===== config.mk =====
export PLATFORM = sky130hd
export DESIGN_NAME = am_sample_buffer_flat
export DESIGN_NICKNAME = d
export VERILOG_FILES = /design/src/rtl/am_sample_buffer_pkg.sv /design/src/rtl/am_sample_buffer_if.sv /design/src/rtl/sample_fifo_ram.sv /design/src/rtl/am_sample_buffer.sv /design/src/flat_wrapper.sv
export SDC_FILE = /design/constraint.sdc
export NUM_CORES = 1
export LEC_CHECK = 0
export ABC_AREA = 1
export CORE_MARGIN = 2
export CORE_UTILIZATION = 45
export CTS_BUF_LIST = sky130_fd_sc_hd__clkbuf_16
export CTS_CLUSTER_DIAMETER = 100
export DETAILED_ROUTE_END_ITERATION = 16
export SETUP_SLACK_MARGIN = 0.2
export SLEW_MARGIN = 20
export SYNTH_ARGS = -nofsm -noshare
export SYNTH_HDL_FRONTEND = slang
export SYNTH_HIERARCHICAL = 1
export SYNTH_SLANG_ARGS = --single-unit

===== constraint.sdc =====
create_clock -name clk -period 2.04 [get_ports clk]
set_input_delay 0.204 -clock clk [delete_from_list [all_inputs] [get_ports clk]]
set_output_delay 0.204 -clock clk [all_outputs]
set_load 0.01 [all_outputs]

===== src/rtl/am_sample_buffer_pkg.sv =====
// ============================================================================
// Module      : am_sample_buffer_pkg
// Description : Shared AM sample-path defines, state encoding and helpers.
// Revision    : 1.0 - initial release
// ============================================================================
`default_nettype none

package am_sample_buffer_pkg;

    localparam int unsigned AM_DATA_W    = 8;
    localparam int unsigned AM_PWM_STEPS = 32'd1 << AM_DATA_W;
    localparam int unsigned AM_IDLE_LEVEL = AM_PWM_STEPS / 2;

    typedef enum logic [0:0] {
        ST_FILL = 1'b0,
        ST_RUN  = 1'b1
    } am_state_e;

    // Mid-scale code: zero modulation on the carrier.
    function automatic int unsigned am_idle_level(input int unsigned width);
        return 32'd1 << (width - 1);
    endfunction

endpackage

`default_nettype wire


===== src/rtl/am_sample_buffer_if.sv =====
// ============================================================================
// Module      : am_sample_buffer_if
// Description : Producer/modulator-facing signal bundle of the sample buffer.
// Revision    : 1.0 - initial release
// ============================================================================
`default_nettype none

interface am_sample_buffer_if #(
    parameter int unsigned DATA_W = 8,
    parameter int unsigned ADDR_W = 4
);
    logic              wr_valid;
    logic [DATA_W-1:0] wr_data;
    logic              wr_ready;
    logic              sample_req;
    logic [DATA_W-1:0] sample;
    logic              sample_valid;
    logic [ADDR_W:0]   level;
    logic              underflow;
    logic              overflow;
    logic              clr_flags;

    modport master (
        output wr_valid, wr_data, sample_req, clr_flags,
        input  wr_ready, sample, sample_valid, level, underflow, overflow
    );

    modport slave (
        input  wr_valid, wr_data, sample_req, clr_flags,
        output wr_ready, sample, sample_valid, level, underflow, overflow
    );
endinterface

`default_nettype wire


===== src/rtl/sample_fifo_ram.sv =====
// ============================================================================
// Module      : sample_fifo_ram
// Description : Simple dual-port sample store, registered read, no reset.
// Revision    : 1.0 - initial release
// ============================================================================
`default_nettype none

module sample_fifo_ram #(
    parameter int unsigned DATA_W = 8,
    parameter int unsigned ADDR_W = 4
) (
    input  wire logic              clk,
    input  wire logic              we_i,
    input  wire logic [ADDR_W-1:0] waddr_i,
    input  wire logic [DATA_W-1:0] wdata_i,
    input  wire logic              re_i,
    input  wire logic [ADDR_W-1:0] raddr_i,
    output      logic [DATA_W-1:0] rdata_o
);
    logic [DATA_W-1:0] mem_q [2**ADDR_W];
    logic [DATA_W-1:0] rdata_q;

    always_ff @(posedge clk) begin
        if (we_i) begin
            mem_q[waddr_i] <= wdata_i;
        end
        if (re_i) begin
            rdata_q <= mem_q[raddr_i];
        end
    end

    assign rdata_o = rdata_q;

endmodule

`default_nettype wire


===== src/rtl/am_sample_buffer.sv =====
// ============================================================================
// Module      : am_sample_buffer
// Description : Prefilling sample FIFO feeding an AM PWM modulator.
// Revision    : 1.0 - initial release
// ============================================================================
`default_nettype none

module am_sample_buffer
    import am_sample_buffer_pkg::*;
#(
    parameter int unsigned DATA_W     = AM_DATA_W,
    parameter int unsigned ADDR_W     = 4,
    parameter int unsigned PREFILL    = 8,
    parameter int unsigned IDLE_LEVEL = am_idle_level(DATA_W)
) (
    input wire logic          clk,
    input wire logic          rst,
    am_sample_buffer_if.slave bus
);
    localparam logic [DATA_W-1:0] c_idle    = DATA_W'(IDLE_LEVEL);
    localparam logic [ADDR_W:0]   c_depth   = (ADDR_W+1)'(32'd1 << ADDR_W);
    localparam logic [ADDR_W:0]   c_prefill = (ADDR_W+1)'(PREFILL);

    am_state_e         state_q, state_d;
    logic [ADDR_W:0]   level_q, level_d;
    logic [ADDR_W-1:0] wr_ptr_q, wr_ptr_d;
    logic [ADDR_W-1:0] rd_ptr_q, rd_ptr_d;
    logic              sel_ram_q, sel_ram_d;
    logic              sample_valid_q, sample_valid_d;
    logic              underflow_q, underflow_d;
    logic              overflow_q, overflow_d;

    logic              w_full;
    logic              w_empty;
    logic              w_run;
    logic              w_push;
    logic              w_pop;
    logic              w_under;
    logic [DATA_W-1:0] w_ram_rdata;

    assign w_full  = (level_q == c_depth);
    assign w_empty = (level_q == '0);
    assign w_run   = (state_q == ST_RUN);
    assign w_push  = bus.wr_valid && !w_full;
    assign w_pop   = bus.sample_req && w_run && !w_empty;
    assign w_under = bus.sample_req && w_run && w_empty;

    always_comb begin
        state_d        = state_q;
        level_d        = level_q;
        wr_ptr_d       = wr_ptr_q;
        rd_ptr_d       = rd_ptr_q;
        sel_ram_d      = sel_ram_q;
        sample_valid_d = bus.sample_req;
        underflow_d    = underflow_q | w_under;
        overflow_d     = overflow_q | (bus.wr_valid && w_full);

        case (state_q)
            ST_FILL: if (level_q >= c_prefill) state_d = ST_RUN;
            ST_RUN:  if (w_under)              state_d = ST_FILL;
            default:                           state_d = ST_FILL;
        endcase

        case ({w_push, w_pop})
            2'b10:   level_d = level_q + 1'b1;
            2'b01:   level_d = level_q - 1'b1;
            default: level_d = level_q;
        endcase

        if (w_push) wr_ptr_d = wr_ptr_q + 1'b1;
        if (w_pop)  rd_ptr_d = rd_ptr_q + 1'b1;

        // The RAM read register holds the popped value; idle strobes switch the mux away.
        if (bus.sample_req) sel_ram_d = w_pop;

        if (bus.clr_flags) begin
            underflow_d = 1'b0;
            overflow_d  = 1'b0;
        end
    end

    always_ff @(posedge clk or posedge rst) begin
        if (rst) begin
            state_q        <= ST_FILL;
            level_q        <= '0;
            wr_ptr_q       <= '0;
            rd_ptr_q       <= '0;
            sel_ram_q      <= 1'b0;
            sample_valid_q <= 1'b0;
            underflow_q    <= 1'b0;
            overflow_q     <= 1'b0;
        end else begin
            state_q        <= state_d;
            level_q        <= level_d;
            wr_ptr_q       <= wr_ptr_d;
            rd_ptr_q       <= rd_ptr_d;
            sel_ram_q      <= sel_ram_d;
            sample_valid_q <= sample_valid_d;
            underflow_q    <= underflow_d;
            overflow_q     <= overflow_d;
        end
    end

    sample_fifo_ram #(
        .DATA_W (DATA_W),
        .ADDR_W (ADDR_W)
    ) u_ram (
        .clk     (clk),
        .we_i    (w_push),
        .waddr_i (wr_ptr_q),
        .wdata_i (bus.wr_data),
        .re_i    (w_pop),
        .raddr_i (rd_ptr_q),
        .rdata_o (w_ram_rdata)
    );

    assign bus.wr_ready     = !w_full;
    assign bus.sample       = sel_ram_q ? w_ram_rdata : c_idle;
    assign bus.sample_valid = sample_valid_q;
    assign bus.level        = level_q;
    assign bus.underflow    = underflow_q;
    assign bus.overflow     = overflow_q;

endmodule

`default_nettype wire


===== src/flat_wrapper.sv =====
// flat-port wrapper written by rule: the top's interface ports become plain ports
module am_sample_buffer_flat import am_sample_buffer_pkg::*;
#(
    parameter int unsigned DATA_W     = AM_DATA_W,
    parameter int unsigned ADDR_W     = 4,
    parameter int unsigned PREFILL    = 8,
    parameter int unsigned IDLE_LEVEL = am_idle_level(DATA_W)
)
  (clk, rst, bus_wr_valid, bus_wr_data, bus_sample_req, bus_clr_flags, bus_wr_ready, bus_sample, bus_sample_valid, bus_level, bus_underflow, bus_overflow);
  am_sample_buffer_if #(.DATA_W(DATA_W), .ADDR_W(ADDR_W)) bus_i ();
  input wire logic clk;
  input wire logic rst;
  input wire logic [$bits(bus_i.wr_valid)-1:0] bus_wr_valid;
  input wire logic [$bits(bus_i.wr_data)-1:0] bus_wr_data;
  input wire logic [$bits(bus_i.sample_req)-1:0] bus_sample_req;
  input wire logic [$bits(bus_i.clr_flags)-1:0] bus_clr_flags;
  output wire logic [$bits(bus_i.wr_ready)-1:0] bus_wr_ready;
  output wire logic [$bits(bus_i.sample)-1:0] bus_sample;
  output wire logic [$bits(bus_i.sample_valid)-1:0] bus_sample_valid;
  output wire logic [$bits(bus_i.level)-1:0] bus_level;
  output wire logic [$bits(bus_i.underflow)-1:0] bus_underflow;
  output wire logic [$bits(bus_i.overflow)-1:0] bus_overflow;
  assign bus_i.wr_valid = bus_wr_valid;
  assign bus_i.wr_data = bus_wr_data;
  assign bus_i.sample_req = bus_sample_req;
  assign bus_i.clr_flags = bus_clr_flags;
  assign bus_wr_ready = bus_i.wr_ready;
  assign bus_sample = bus_i.sample;
  assign bus_sample_valid = bus_i.sample_valid;
  assign bus_level = bus_i.level;
  assign bus_underflow = bus_i.underflow;
  assign bus_overflow = bus_i.overflow;
  am_sample_buffer #(.DATA_W(DATA_W), .ADDR_W(ADDR_W), .PREFILL(PREFILL), .IDLE_LEVEL(IDLE_LEVEL)) u_core (.clk(clk), .rst(rst), .bus(bus_i));
endmodule

==> run_results.csv <==
group,metric,value,unit
logic_synthesis,synth_ff_type,"edfxtp_1",
sta,tightestPinTransition,746.9,ps
global_routing,grt_start_max_net_pins,68,
placement,post-place-ws,-17.11,ps
clock_network,cts_inserted_buffers,17,
global_routing,grt_first_pass_wirelength,23.66,mm
clock_network,clock_sink_count,154,
floorplanning,chipWidth,127.6,um
sta,max-slew-margin-rel,50.15,%
placement,rd_place_congestion,0.8209,
logic_synthesis,post_synth.cell_area_avg,10.12,um^2
power,power_switching,4142,uW
logic_synthesis,async_flop_share,11.69,%
logic_synthesis,ys_top_cells_by_area,"edfxtp_1 (59%), nand2_1 (12%), nand3_1 (7.5%)",
sta,timing.final.crit_period,1891,ps
routing,ant_nets,0,
worst_setup_path,crit_arrival,2210,ps
logic_synthesis,synth.top_cell.area_share,59.42,%
power,clock_power_share,27.5,%
routing,drt-wirelength-per-cell,15.73,um
global_routing,grt_pass1_vias,4486,
sta,finalHoldViolations,0,
power,power.switching_fraction,35.20,%
finish,fin_cells,943,
clock_network,clkTransAtPathRegs,60,ps
floorplanning,floorplan.initialDensity,45.55,%
routing,wirelength,14.84,mm
power,cell_internal_pwr,7626,uW
sta,finalCritPeriodShare,92.71,%
routing,drt_first_iter_violations,288,
routing,number_of_vias_per_cell_after_detailed_routing,4.931,
logic_synthesis,synth_nets,697,
floorplanning,floorplan.die_area,16280,um^2
placement,port_buffers,29,
job,maximum_capacitance_violations,0,
sta,grt_setup_unrepaired,"yes",
power,vdd_ir_drop_max,0.6392,mV
logic_synthesis,synth_sequential_area_ratio,65.97,%
logic_synthesis,synth_top_cell_by_area,"edfxtp_1",
finish,drive_above_1_share,15.10,%
global_routing,grt_use_total,19.52,%
logic_synthesis,post_synth_num_cell_types,26,
worst_setup_path,timing.critical_path.to_type,"register",
sta,finalSetupViolCount,0,
worst_setup_path,worstPathRequired,2360,ps
finish,sequential_cell_area,4543,um^2
outcome,outcome,"complete, no violations",
logic_synthesis,syn_area,6873,um^2
global_routing,grt_antenna_before_repair,0,
clock_network,cts_max_path_buffers,2,
finish,final_core_util,54.86,%
floorplanning,boundaryPins,30,
sta,final_max_tran_viols,0,
clock_network,worstSkewPairLatency,430,ps
worst_setup_path,setup.worst_path.start_class,"register",
power,share_of_total_power_in_sequential_cells,36.7,%
sta,timing.clock.skew,11.74,ps
routing,drc,0,
clock_network,cts_tree,"built",
sta,final_critical_path_setup_slack,148.6,ps
power,total_leakage_power,0.003621,uW
worst_setup_path,critical_path.reg2reg.endpoint,"u_core/bus.level[4]$_DFFE_PP0P_",
logic_synthesis,synth-edff-count,136,
floorplanning,row_count,45,
placement,inst_count_dp,896,
power,power_share_of_the_combinational_group,35.9,%
finish,antennaDiodeCount,0,
routing,drtPass1Iterations,6,
logic_synthesis,synthCells,679,
finish,total_number_of_nets_in_the_final_design,761,
finish,area.growth.synth_to_final,20.44,%
finish,fillerInstances,1314,
finish,multiInputGateArea,1787,um^2
clock_network,clock_tree.root_cell,"clkbuf_16",
worst_setup_path,rr_worst_depth,16,
placement,place_hpwl,9.222,mm
power,power-per-cell-area,1422,nW/um^2
worst_setup_path,worstPathMaxFanout,5,
worst_setup_path,worst-r2r-setup-slack,150,ps
logic_synthesis,yosys_register_bits,154,
hold_path,hp-class,"in -> async",
worst_setup_path,worst-setup-path-type,"reg -> reg",
routing,routed-via-count,4650,
worst_setup_path,critical_register_to_register_path_startpoint,"u_core/bus.level[1]$_DFFE_PP0P_",
logic_synthesis,ys_warn_count,6,
floorplanning,chipHeight,127.6,um
floorplanning,core_box_area,15090,um^2
clock_network,cts_htree_levels,4,
global_routing,grt_remaining_overflow,0,
sta,highest_achievable_clock_rate,528.7,MHz
-- cell families (layout without fill, tap and decap cells) --
group / count (synthesis) / count (layout) / synth area share [%]
AO/OA/AOI/OAI: 5 / 5 / 0.3824
XOR/XNOR: 8 / 8 / 1.020
buffers and inverters: 151 / 227 / 9.357
flip-flops: 154 / 154 / 65.97
adder cells (fa/ha/maj): 5 / 5 / 0.9102
AND/OR/NAND/NOR: 356 / 356 / 22.36
-- area by class of cell --
| type | instances | share of cell area, % |
|---|---|---|
| sequential | 154 | 54.88 |
| multi-input combinational | 374 | 21.58 |
| timing repair buffer | 70 | 7.557 |
| inverter | 126 | 5.834 |
| clock buffer | 17 | 5.139 |
| tap | 188 | 2.842 |
| clock inverter | 14 | 2.161 |
-- how the worst max path moves through the flow --
| stage | slack [ps] | cells after the start | from | endpoint |
|---|---|---|---|---|
| after floorplan | 180 | 16 | u_core/bus.level[1]$_DFFE_PP0P_ | u_core/bus.level[4]$_DFFE_PP0P_ |
| after global placement | 40 | 16 | bus_sample_req | u_core/bus.level[4]$_DFFE_PP0P_ |
| after detailed placement | -20 | 16 | bus_sample_req | u_core/bus.level[4]$_DFFE_PP0P_ |
| after CTS | 170 | 16 | u_core/bus.level[2]$_DFFE_PP0P_ | u_core/bus.level[4]$_DFFE_PP0P_ |
| after global routing | 20 | 16 | u_core/bus.level[1]$_DFFE_PP0P_ | u_core/bus.level[4]$_DFFE_PP0P_ |
| final | 150 | 16 | u_core/bus.level[1]$_DFFE_PP0P_ | u_core/bus.level[4]$_DFFE_PP0P_ |
-- cells in the final DEF (no fill, tap or decap), types with 3 or more instances in the layout --
| cell type | count |
|---|---|
| inv_2 | 7 |
| dfrtp_1 | 11 |
| inv_1 | 116 |
| nand2_1 | 204 |
| clkinv_2 | 3 |
| nand3_2 | 6 |
| xnor2_1 | 6 |
| clkinv_1 | 3 |
| nor2_1 | 24 |
| buf_4 | 38 |
| nand3_1 | 100 |
| o21ai_0 | 4 |
| ha_4 | 3 |
| nand2_2 | 8 |
| edfxtp_1 | 136 |
| dfrtp_2 | 7 |
| clkdlybuf4s50_1 | 28 |
| clkbuf_16 | 17 |
| bufinv_16 | 4 |
| nor2_2 | 5 |
-- through the flow --
step,TNS (ps),power [uW],hold WS [ps],instance area (um^2)
after floorplan,0,7015,142.3,6912
after global placement,0,8176,484.8,7481
after detailed placement,-17.11,8255,499.7,7481
after CTS,0,11600,224.1,8149
after global routing,0,12470,274.9,8278
final,0,11770,202.9,8278
-- power by group through the flow --
stage / combinational (uW) / sequential [uW] / clock [uW]
after global routing: 4670 / 4370 / 3430
after CTS: 3990 / 4320 / 3290
after floorplan: 2680 / 4330 / 0
final: 4220 / 4320 / 3230
after global placement: 3790 / 4390 / 0
after detailed placement: 3850 / 4400 / 0
-- worst max-delay path, cell delays in order (launching register included) --
cell	delay (ps)
dfrtp_2	440
nor2_4	160
nand3_2	120
nand2_4	100
inv_6	30
ha_4	160
inv_4	50
nand2_2	50
nand2_2	80
ha_4	140
inv_2	30
nand2_2	80
nand3_2	80
nand2_1	70
nand2_1	70
nand3_2	50
nand2_1	50
-- Yosys cell counts (all sizes together) (2+ instances only) --
cell type,count
edfxtp,136
inv,126
buf,24
ha,5
nand2,214
nand3b,2
xnor2,6
xor2,2
nor2,31
dfrtp,18
nand3,106
o21ai,4
-- flip-flops by register name, indices dropped and copies added, names as in the netlist --
register and count:
u_core/u_ram/mem_q 128, u_core/u_ram/rdata_o 8, u_core/bus.level 5, u_core/rd_ptr_q 4, u_core/wr_ptr_q 4, u_core/bus.overflow 1, u_core/bus.sample_valid 1, u_core/bus.underflow 1
u_core/sel_ram_q 1, u_core/state_q 1
-- what timing repair did --
item,in CTS,in global routing
pin swaps,7,14
hold buffers,0,0
setup endpoints to repair,4,132
gates resized for setup,7,18
buffers inserted,7,9
-- layer usage --
metal  track usage [%]  up-vias  share of wire (%)
met5                 0        -                  0
met4             6.335        0                1.2
met3             4.564       14                5.6
met2             31.68      136                 49
met1             26.17     2204                 44
li1                  -     2296                  -
(Power assumes the default switching activity.)
